### config.mk
export PLATFORM = sky130hd
export DESIGN_NAME = bnn_mac_array
export DESIGN_NICKNAME = d
export VERILOG_FILES = /design/src/rtl/bnn_mac_array.sv
export SDC_FILE = /design/constraint.sdc
export NUM_CORES = 1
export LEC_CHECK = 0
export BUFFER_PORTS_ARGS = -buffer_cell sky130_fd_sc_hd__buf_2
export CAP_MARGIN = 20
export CORE_MARGIN = 4
export CORE_UTILIZATION = 43
export CTS_CLUSTER_SIZE = 14
export DETAILED_ROUTE_END_ITERATION = 6
export GPL_ROUTABILITY_DRIVEN = 0
export GPL_TIMING_DRIVEN = 0
export MAX_ROUTING_LAYER = met4
export PLACE_DENSITY = 0.61
export SYNTH_ARGS = -nofsm -noshare
export SYNTH_HDL_FRONTEND = slang
export SYNTH_SLANG_ARGS = --single-unit
### constraint.sdc
create_clock -name clk -period 15.9 [get_ports clk]
set_input_delay 3.18 -clock clk [delete_from_list [all_inputs] [get_ports clk]]
set_output_delay 3.18 -clock clk [all_outputs]
set_load 0.01 [all_outputs]
### src/rtl/bnn_mac_array.sv
// Binary-weight MAC engine: accumulates DEPTH beats of LANES ternary activations
// against NUM_OUT rows of +/-1 weights and hands off sums plus thresholded bits.
module bnn_mac_array #(
  parameter int LANES   = 3,
  parameter int DEPTH   = 36,
  parameter int NUM_OUT = 2,
  parameter int ACC_W   = 8,
  localparam int CH_W   = (NUM_OUT > 1) ? $clog2(NUM_OUT) : 1,
  localparam int BEAT_W = (DEPTH > 1) ? $clog2(DEPTH) : 1
) (
  input  logic                     clk,
  input  logic                     rst,
  input  logic                     w_we,
  input  logic [CH_W-1:0]          w_ch,
  input  logic [BEAT_W-1:0]        w_addr,
  input  logic [LANES-1:0]         w_data,
  input  logic                     thr_we,
  input  logic [CH_W-1:0]          thr_ch,
  input  logic [ACC_W-1:0]         thr_data,
  input  logic                     in_valid,
  output logic                     in_ready,
  input  logic [2*LANES-1:0]       in_data,
  output logic                     out_valid,
  input  logic                     out_ready,
  output logic [NUM_OUT*ACC_W-1:0] out_sum,
  output logic [2*NUM_OUT-1:0]     out_bin,
  output logic                     mac_done
);

  typedef enum logic {S_ACC, S_OUT} state_t;

  localparam logic [BEAT_W-1:0]       LAST_BEAT = BEAT_W'(DEPTH - 1);
  localparam logic signed [ACC_W-1:0] POS_ONE   = ACC_W'(1);
  localparam logic signed [ACC_W-1:0] NEG_ONE   = '1;

  state_t                  state, next_state;
  logic [BEAT_W-1:0]       beat_cnt;
  logic [LANES-1:0]        weights [NUM_OUT][DEPTH];
  logic signed [ACC_W-1:0] acc      [NUM_OUT];
  logic signed [ACC_W-1:0] acc_next [NUM_OUT];
  logic signed [ACC_W-1:0] thr      [NUM_OUT];
  logic                    accept;
  logic                    last_beat;
  logic                    cfg_open;

  assign accept    = in_valid & in_ready;
  assign last_beat = (beat_cnt == LAST_BEAT);
  // Configuration is only accepted between vectors, so a dot product never mixes weight sets.
  assign cfg_open  = (state == S_ACC) && (beat_cnt == '0);

  always_ff @(posedge clk) begin
    if (!rst && w_we && cfg_open && (32'(w_addr) < DEPTH) && (32'(w_ch) < NUM_OUT))
      weights[w_ch][w_addr] <= w_data;
  end

  always_comb begin : beat_sum
    logic signed [ACC_W-1:0] s;
    s = '0;
    for (int c = 0; c < NUM_OUT; c++) begin
      s = '0;
      for (int i = 0; i < LANES; i++) begin
        if (in_data[2*i +: 2] == 2'b01)
          s = s + (weights[c][beat_cnt][i] ? POS_ONE : NEG_ONE);
        else if (in_data[2*i +: 2] == 2'b11)
          s = s + (weights[c][beat_cnt][i] ? NEG_ONE : POS_ONE);
      end
      acc_next[c] = acc[c] + s;
    end
  end

  always_ff @(posedge clk or posedge rst) begin
    if (rst) state <= S_ACC;
    else     state <= next_state;
  end

  always_comb begin
    next_state = state;
    in_ready   = 1'b0;
    out_valid  = 1'b0;
    case (state)
      S_ACC: begin
        in_ready = 1'b1;
        if (in_valid && last_beat) next_state = S_OUT;
      end
      S_OUT: begin
        out_valid = 1'b1;
        if (out_ready) next_state = S_ACC;
      end
      default: next_state = S_ACC;
    endcase
  end

  always_ff @(posedge clk or posedge rst) begin
    if (rst) begin
      beat_cnt <= '0;
      out_sum  <= '0;
      out_bin  <= '0;
      mac_done <= 1'b0;
      for (int c = 0; c < NUM_OUT; c++) begin
        acc[c] <= '0;
        thr[c] <= '0;
      end
    end else begin
      mac_done <= 1'b0;
      if (accept) begin
        if (last_beat) begin
          beat_cnt <= '0;
          mac_done <= 1'b1;
          for (int c = 0; c < NUM_OUT; c++) begin
            out_sum[c*ACC_W +: ACC_W] <= acc_next[c];
            out_bin[2*c +: 2]         <= (acc_next[c] >= thr[c]) ? 2'b01 : 2'b11;
            acc[c]                    <= '0;
          end
        end else begin
          beat_cnt <= beat_cnt + 1'b1;
          for (int c = 0; c < NUM_OUT; c++)
            acc[c] <= acc_next[c];
        end
      end
      // Same cfg_open gate as the weights: the threshold used at the final beat is the one loaded before beat 0.
      if (thr_we && cfg_open && (32'(thr_ch) < NUM_OUT))
        thr[thr_ch] <= thr_data;
    end
  end

endmodule
* Word-level counts from Yosys, hierarchy flattened *
Memory sizes are Yosys's and may differ from the RTL's.
Index checks and enable logic that the tools add are counted.

word-level totals
  flip-flop bits (word level) = 60
  RAM bits = 216
  output and inout port bits = 23
  input port bits = 31
  memories kept = 1
  word-level logic and storage cells = 100

memory list
  memory   words  width  rd ports  clocked after Yosys merged registers in  wr ports  line  source
  weights  2      108    2         0                                        1         38    logic [LANES-1:0] weights [NUM_OUT][DEPTH];

operators by class
  multiplexer cells = 48
  bitwise logic cells = 5
  reductions and logical operators = 11
  $lt $le $gt $ge = 8
  add/sub/neg operators = 11
  equality and inequality tests = 7

operators with widths
  operator                                                               number
  8-bit two-way mux                                                      25
  108-bit two-way mux                                                    1
  8-bit adder                                                            10
  3-bit binary-select mux with 6-bit select                              2
  3-bit demux with 6-bit select                                          1
  16-bit bitwise mux                                                     1
  8-bit >= comparator                                                    2
  16-bit two-way mux                                                     1
  3-bit two-way mux                                                      5
  7-bit >= comparator (second input constant)                            2
  6-bit inverter with 7-bit output                                       2
  8-bit demux with 1-bit select                                          1
  1-bit logical AND                                                      8
  7-bit by 1-bit < comparator with 1-bit output (second input constant)  1
  1-bit two-way mux                                                      7
  6-bit by 1-bit adder with 6-bit output (second input constant)         1
  2-bit by 1-bit == test with 1-bit output (second input constant)       3
  2-bit == test (second input constant)                                  3
  6-bit == test (second input constant)                                  1
  6-bit zero test                                                        1
  6-bit < comparator (second input constant)                             1
  6-bit two-way mux                                                      1
  2-bit two-way mux                                                      2
  2-bit >= comparator (second input constant)                            1
  other kinds (7)                                                        7

* Logic depth before layout (Yosys ltp) *
Gate-level depths: netlist of run 1.

  word-level depth = 16
  mapped depth = 37
  gate-level depth less buffers = 33

* Worst setup path after synthesis of run 1 *
Ideal clock, no wire load.

  path type = input-to-reg
  start = in in_data[1]
  end = reg out_bin[3]
  path buffers = 2
  setup time = 0.083 ns
  cell stages on the path = 27
  slack = 7.453 ns
  data required time = 15.817 ns
  data arrival time = 8.364 ns
  cells stage by stage = clkbuf_1 xnor2_1 and2_1 inv_1 fa_1 inv_1 fa_1 nand2_1 o21ai_0 a21oi_1 inv_1 ha_1 clkbuf_1 mux4_2 nand2_1 o21ai_0 ha_1 o21ai_0 a21oi_1 o41ai_1 xnor2_1 xnor2_1 inv_1 ha_1 nor3b_1 a21oi_1 o21ai_0

RTL lines
  item                            line  source
  start: declaration              22    input logic [2*LANES-1:0] in_data,
  end signal: indexed assignment  111   out_bin[2*c +: 2] <= (acc_next[c] >= thr[c]) ? 2'b01 : 2'b11;
  end: declaration                26    output logic [2*NUM_OUT-1:0] out_bin,

==> out/results.tsv, run 1 <==
stage	metric	value	unit
detailed_routing	vias	8064	
cts	clock latency on the worst-skew pair	0.55	ns
pwr	Peak VDD IR	99.19	uV
setup_path	Arr. time, crit path	9.40	ns
placed_design	port buffer count	49	
yosys	Netlist cell types	62	
setup_path	Req. time, crit path	16.36	ns
detailed_routing	DR pass1 iterations	5	
timing	final setup margin	6.965	ns
floorplan	Die W	184.7	um
floorplan	chip height	184.7	um
setup_path	Worst setup EP type	register	
min_path	Hold Crit Depth	2	
cts	htree depth	1	
floorplan	Initial Util	43.75	%
timing	post-route setup TNS	0	ns
yosys	Yosys warning count	0	
finish	ANT cells	0	
pwr	Clock Power Share	21.4	%
grt	initial antenna violation count	0	
timing	fin. max-slew vios	0	
finish	most common cell after layout, fill and taps aside	edfxtp_1	
pwr	Switch Pwr	1.348	mW
min_path	Hold Path Class	register to register	
setup_path	Reg-to-Reg Start	beat_cnt[1]	
timing	final setup vio count	0	
finish	Area Growth Syn to Fin	13.89	%
grt	global-route usage over all layers	19.15	%
floorplan	floorplan row count	64	
grt	grt ovf	0	
detailed_routing	Iter 0 DRT Violations	585	
setup_path	slowest stage delay, CP	0.56	ns
cts	clock slew at reported path FFs	0.06	ns
pwr	PD cells	223.8	mW/mm2
finish	most frequent cells in the layout	216 x edfxtp_1, 107 x nor2_1, 88 x nand2_1	
cts	CTS buffer count	29	
cts	CTS hold repair buffers	0	
setup_path	Crit Reg-Reg Endpoint	out_bin[3]	
timing	Worst slew margin	39.51	%
finish	Post-Layout Inst Area	0.01528	mm2
min_path	Hold Crit Endpoint	out_sum[5]	
cts	post_cts resized	0	
run_status	outcome	finished, final reports clean	
setup_path	CP Launch Type	primary input	
grt	largest net degree at the start of global routing	73	
timing	RSZ-0062 raised after global routing	no	
timing	actual slew at the worst max-slew pin	0.9074	ns
yosys	sequential share of the synthesized area	59.34	%
floorplan	core footprint	0.03067	mm2
detailed_routing	detailed-route DRC error count	0	
timing	Hold Fails Final Rpt	0	
yosys	top cells by area, synth	edfxtp_1 48%, dfrtp_1 11%, mux4_2 7.7%, ha_1 4.5%, nor2_1 3.0%	
pwr	Seq pwr share	25.4	%
timing	Final min period	8.935	ns
setup_path	critical path type	primary input to register	
grt	vias in the first global route	8182	
yosys	#FFs+latches synth	275	
detailed_routing	post-detailed-routing wire length	31180	um
yosys	syn nets	1072	
yosys	Post-synth EDFFs	216	
pwr	internal power	2.071	mW
cts	CTS tree	built	
timing	clk_skew	0.01361	ns
cts	clk sinks	275	
floorplan	Boundary Pins	54	
setup_path	flop-to-flop setup slack	7.43	ns
setup_path	CP top delay family	adder cells	
timing	Max Clock Freq	111.9	MHz
detailed_routing	Final ANT Viol Nets	0	
finish	share of cells above drive strength 1	17.67	%
finish	Layout Nets	1156	
yosys	mapped cell area	0.01342	mm2
setup_path	worst-path fanout max	8	
cts	clock buffer depth	3	
yosys	syn avg cell area	13.76	um2
placed_design	Area after DPL	0.01418	mm2
setup_path	Critical path buffers and inverters	6	
placed_design	Final HPWL DP	21820	um
timing	Final Cycle Share	56.19	%
floorplan	Die ar.	0.03410	mm2
pwr	Leak	5.764	nW
grt	first-pass GRT wire length	48610	um
yosys	post-synth top area share	48.34	%
min_path	HP Start	out_sum[5]	
yosys	async set-reset flop share out of synthesis	21.45	%
placed_design	Place WS	6.399	ns
pwr	Switching Share	39.43	%
detailed_routing	Routed wire per std cell	21.11	um
yosys	dominant synthesized flop cell	edfxtp_1	
finish	Core Util, Final	49.83	%
setup_path	path depth of the worst reg2reg path	32	
cts	root buffer cell	clkbuf_16	
cts	postcts setup bufs	0	
pwr	combinational power share	53.2	%
yosys	post-synthesis cell count	975	
setup_path	slowest cell on the critical path	mux4_2	
run	max_cap viols	0	
yosys	Synth area leader	edfxtp_1	
detailed_routing	Via-to-Cell Ratio	5.460	
==> worst max path at each step <==
stage / start / to / slack, ns / depth (start not counted)
after global routing: in_data[1] / out_bin[3] / 6.37 / 27
after global placement: in_data[1] / out_bin[3] / 6.48 / 27
final: in_data[1] / out_bin[3] / 6.97 / 27
after CTS: in_data[1] / out_bin[3] / 6.96 / 27
after detailed placement: in_data[1] / out_bin[3] / 6.40 / 27
after floorplan: in_data[1] / out_bin[3] / 7.45 / 27
==> metrics by stage <==
step                      total power, mW  hold WS, ns  instances
after floorplan                     2.254       0.4563        975
after global placement              2.670       0.4582       1420
after detailed placement            2.709       0.4600       1421
after CTS                           3.449       0.4748       1474
after global routing                3.718       0.5092       1477
final                               3.420       0.4693       1477
==> synth_stat cells, types with 6 or more instances <==
master and n:
inv_1 58, dfrtp_1 59, nor2_1 107, nand2_1 88, ha_1 48, a21oi_1 35, buf_2 7, o21ai_0 37
mux4_2 46, nor2b_1 19, nand2b_1 8, a22oi_1 8, edfxtp_1 216, nand3_1 15, nand4_1 6, fa_1 18
clkbuf_1 19, buf_6 6, mux2i_1 24, a22o_1 10, a21o_1 13, mux4_1 7, mux2_2 20, xnor2_1 24
==> cell type report <==
cell class,count,area (um2)
buffer,41,231.5
clock buffer,35,789.5
clock inverter,18,254.0
fill,2674,15390
inverter,58,217.7
multi-input combinational,601,5007
sequential,275,7963
tap,396,495.5
timing repair buffer,53,325.3
==> registers in the layout, summed over array words and instances, names as in the netlist <==
name,count
mac_done,1
weights,216
beat_cnt,6
acc,16
state,1
out_bin,3
thr,16
out_sum,16
==> power by group through the flow <==
stage               Sequential (mW)  Combinational, mW  Clock (mW)
CTS                           0.871               1.84       0.742
floorplan                     0.880               1.37           0
detailed placement            0.885               1.82           0
global route                  0.877               2.06       0.776
finish                        0.870               1.82       0.731
global placement              0.884               1.79           0
==> worst min-delay path: stages (launching register included) <==
cell and delay [ns]:
dfrtp_1 0.34, nand2_1 0.05, nand2_1 0.05
==> logic make-up (layout without fill, tap and decap cells) <==
group | count (synthesis) | after routing | synth area share [%]
mux | 97 | 97 | 12.56
simple gates | 271 | 271 | 9.119
xor+xnor | 27 | 27 | 1.818
compound gates | 140 | 140 | 6.657
flops | 275 | 275 | 59.34
fa+ha+maj | 66 | 66 | 7.161
buf+inv | 99 | 205 | 3.347
==> metal layers <==
| metal | track usage (%) | vias up | share of wire [%] |
|---|---|---|---|
| met4 | 3.318 | 0 | 1.7 |
| met1 | 25.12 | 4047 | 42 |
| met5 | - | - | 0 |
| met2 | 32.87 | 210 | 51 |
| met3 | 2.349 | 38 | 5.2 |
| li1 | - | 3769 | - |
No activity file was read; power rests on OpenSTA's default activity.
==> inputs of run 2 (changes only) <==
- ABC_AREA: unset -> 1
- clock period: 15.9 -> 8.6 ns (I/O delays scaled with it)
==> out/results.tsv, run 2 <==
stage	metric	value	unit
setup_path	CP Launch Type	register	
detailed_routing	detailed-route DRC error count	0	
timing	final setup vio count	0	
placed_design	DP Cell Count	1830	
cts	post_cts resized	0	
cts	clock latency on the worst-skew pair	0.58	ns
floorplan	Initial Util	43.52	%
run_status	outcome	finished, final reports clean	
detailed_routing	Via-to-Cell Ratio	5.563	
yosys	#FFs+latches synth	275	
grt	first-pass GRT wire length	60960	um
finish	Non-Filler Instances	1889	
grt	vias in the first global route	10460	
timing	fin. max-slew vios	0	
timing	Max Clock Freq	124.7	MHz
finish	most common cell after layout, fill and taps aside	nand2_1	
timing	Final min period	8.017	ns
setup_path	slowest cell on the critical path	o311ai_0	
finish	fill count	2935	
pwr	PD cells	376.7	mW/mm2
cts	CTS buffer count	30	
floorplan	Die ar.	0.03477	mm2
yosys	post-synth top area share	47.36	%
cts	postcts setup bufs	0	
setup_path	CP top delay family	compound AO/OA/AOI/OAI gates	
yosys	sequential share of the synthesized area	58.13	%
floorplan	core footprint	0.03147	mm2
detailed_routing	vias	10510	
grt	largest net degree at the start of global routing	51	
cts	root buffer cell	clkbuf_16	
floorplan	Die W	186.5	um
yosys	top cells by area, synth	edfxtp_1 47%, dfrtp_1 11%, nand2_1 7.7%, nor2_1 4.8%, o21ai_0 4.5%	
setup_path	Arr. time, crit path	8.50	ns
timing	actual slew at the worst max-slew pin	1.232	ns
yosys	syn nets	1469	
setup_path	most frequent CP cell	nand2_1	
timing	Hold Fails Final Rpt	0	
setup_path	worst-path fanout max	10	
yosys	Synth area leader	edfxtp_1	
yosys	syn avg cell area	9.983	um2
pwr	Peak VDD IR	194.9	uV
cts	CTS hold repair buffers	0	
run	max_cap viols	0	
setup_path	Worst setup EP type	register	
placed_design	port buffer count	52	
detailed_routing	Routed wire per std cell	21.00	um
yosys	top-count cell post-synth	nand2_1	
yosys	top cells by count, synth	280 x nand2_1, 216 x edfxtp_1, 174 x nor2_1	
timing	RSZ-0062 raised after global routing	no	
finish	Largest Register	weights	
finish	Area Growth Syn to Fin	13.68	%
timing	clk_skew	0.02287	ns
floorplan	Boundary Pins	54	
setup_path	critical path type	register to register	
timing	Final Cycle Share	93.23	%
grt	initial antenna violation count	0	
timing	post-route setup TNS	0	ns
finish	Layout Nets	1559	
finish	most frequent cells in the layout	280 x nand2_1, 216 x edfxtp_1, 174 x nor2_1	
detailed_routing	Iter 0 DRT Violations	1128	
cts	clock buffer depth	3	
cts	CTS tree	built	
setup_path	slowest stage delay, CP	0.81	ns
floorplan	chip height	186.5	um
cts	clk sinks	275	
detailed_routing	DR pass1 iterations	5	
yosys	Post-synth EDFFs	216	
min_path	Hold Path Class	register to register	
grt	global-route usage over all layers	23.16	%
timing	Worst slew margin	17.22	%
finish	share of cells above drive strength 1	11.24	%
setup_path	Critical path buffers and inverters	8	
yosys	mapped cell area	0.01370	mm2
detailed_routing	post-detailed-routing wire length	39670	um
floorplan	floorplan row count	65	
yosys	dominant synthesized flop cell	edfxtp_1	
cts	clock slew at reported path FFs	0.07	ns
detailed_routing	Final ANT Viol Nets	0	
grt	grt ovf	0	
cts	htree depth	1	
yosys	post-synthesis cell count	1372	
finish	max FFs per register	216	
pwr	Leak	6.294	nW
yosys	async set-reset flop share out of synthesis	21.45	%
setup_path	Req. time, crit path	9.08	ns
yosys	Yosys warning count	0	
yosys	Netlist cell types	49	
placed_design	Final HPWL DP	27600	um
[run 2: cell types whose count changed after synthesis, moves of 21 or more]
| cell | delta |
|---|---|
| a21oi_1 | +26 |
| inv_1 | +60 |
| mux2i_1 | -24 |
| mux4_2 | -46 |
| nand2_1 | +192 |
| nand3_1 | +42 |
| nor2_1 | +67 |
| o21ai_0 | +85 |
| xnor2_1 | -21 |
[run 2: cell families after synthesis]
family          Yosys count  share of synthesized area (%)
compound gates          268                          11.31
xor+xnor                 18                          1.151
fa+ha+maj                66                          7.016
buf+inv                 187                          5.664
flops                   275                          58.13
mux                       1                        0.08221
simple gates            557                          16.64
[run 2: final timing paths]
check,start,end,slack (ns),cells past startpoint
worst min register to register,out_sum[2],out_sum[2],0.48,2
max in group asynchronous,rst,out_sum[9],6.78,3
worst max-delay path,beat_cnt[0],out_bin[3],0.58,37
worst max register to register,beat_cnt[0],out_bin[3],0.58,37
worst min-delay path,out_sum[2],out_sum[2],0.48,2
min in group asynchronous,rst,thr[12],1.23,2
[run 2: layout make-up]
| cell class | instances | area (um2) | share of cell area, % |
|---|---|---|---|
| Clock buffer | 33 | 762.0 | 4.894 |
| Timing Repair Buffer | 58 | 352.8 | 2.266 |
| Antenna cell | 1 | 2.502 | 0.01607 |
| Sequential cell | 275 | 7963 | 51.14 |
| Clock inverter | 23 | 254.0 | 1.631 |
| Buffer | 63 | 310.3 | 1.993 |
| Tap cell | 402 | 503.0 | 3.230 |
| Multi-Input combinational cell | 910 | 4959 | 31.84 |
| Inverter | 124 | 465.4 | 2.989 |
[run 2: routing by layer]
layer  vias to the layer above  track usage [%]  wire, um
met5                         -                -         0
met4                         0            8.931      1817
met3                       125            4.059      3392
met2                       505            36.72     18240
met1                      5005            30.08     16220
li1                       4874                -         -
[run 2: report_power, final]
group	switching [mW]	total [mW]	internal, mW
Clock	0.556	1.32	0.765
Sequential	0.0776	1.62	1.55
Combinational	1.90	2.92	1.02
[run 2: tightest hold or removal path: cells and delay by family, from the launching register on]
kind / cells / cell delay [ns]
AND/OR/NAND/NOR: 2 / 0.11
flip-flops: 1 / 0.34
[run 2: through the flow]
step	setup WS, ns	util [%]	power [mW]	area (um2)	hold slack [ns]
final	0.5826	49.47	5.866	15570	0.4781
after detailed placement	0.5000	46.20	4.544	14540	0.4643
after floorplan	2.121	-	3.661	13700	0.4530
after CTS	0.4203	49.43	5.867	15560	0.4804
after global routing	0.04225	49.47	6.352	15570	0.4891
after global placement	0.4843	45.94	4.478	14460	0.4526
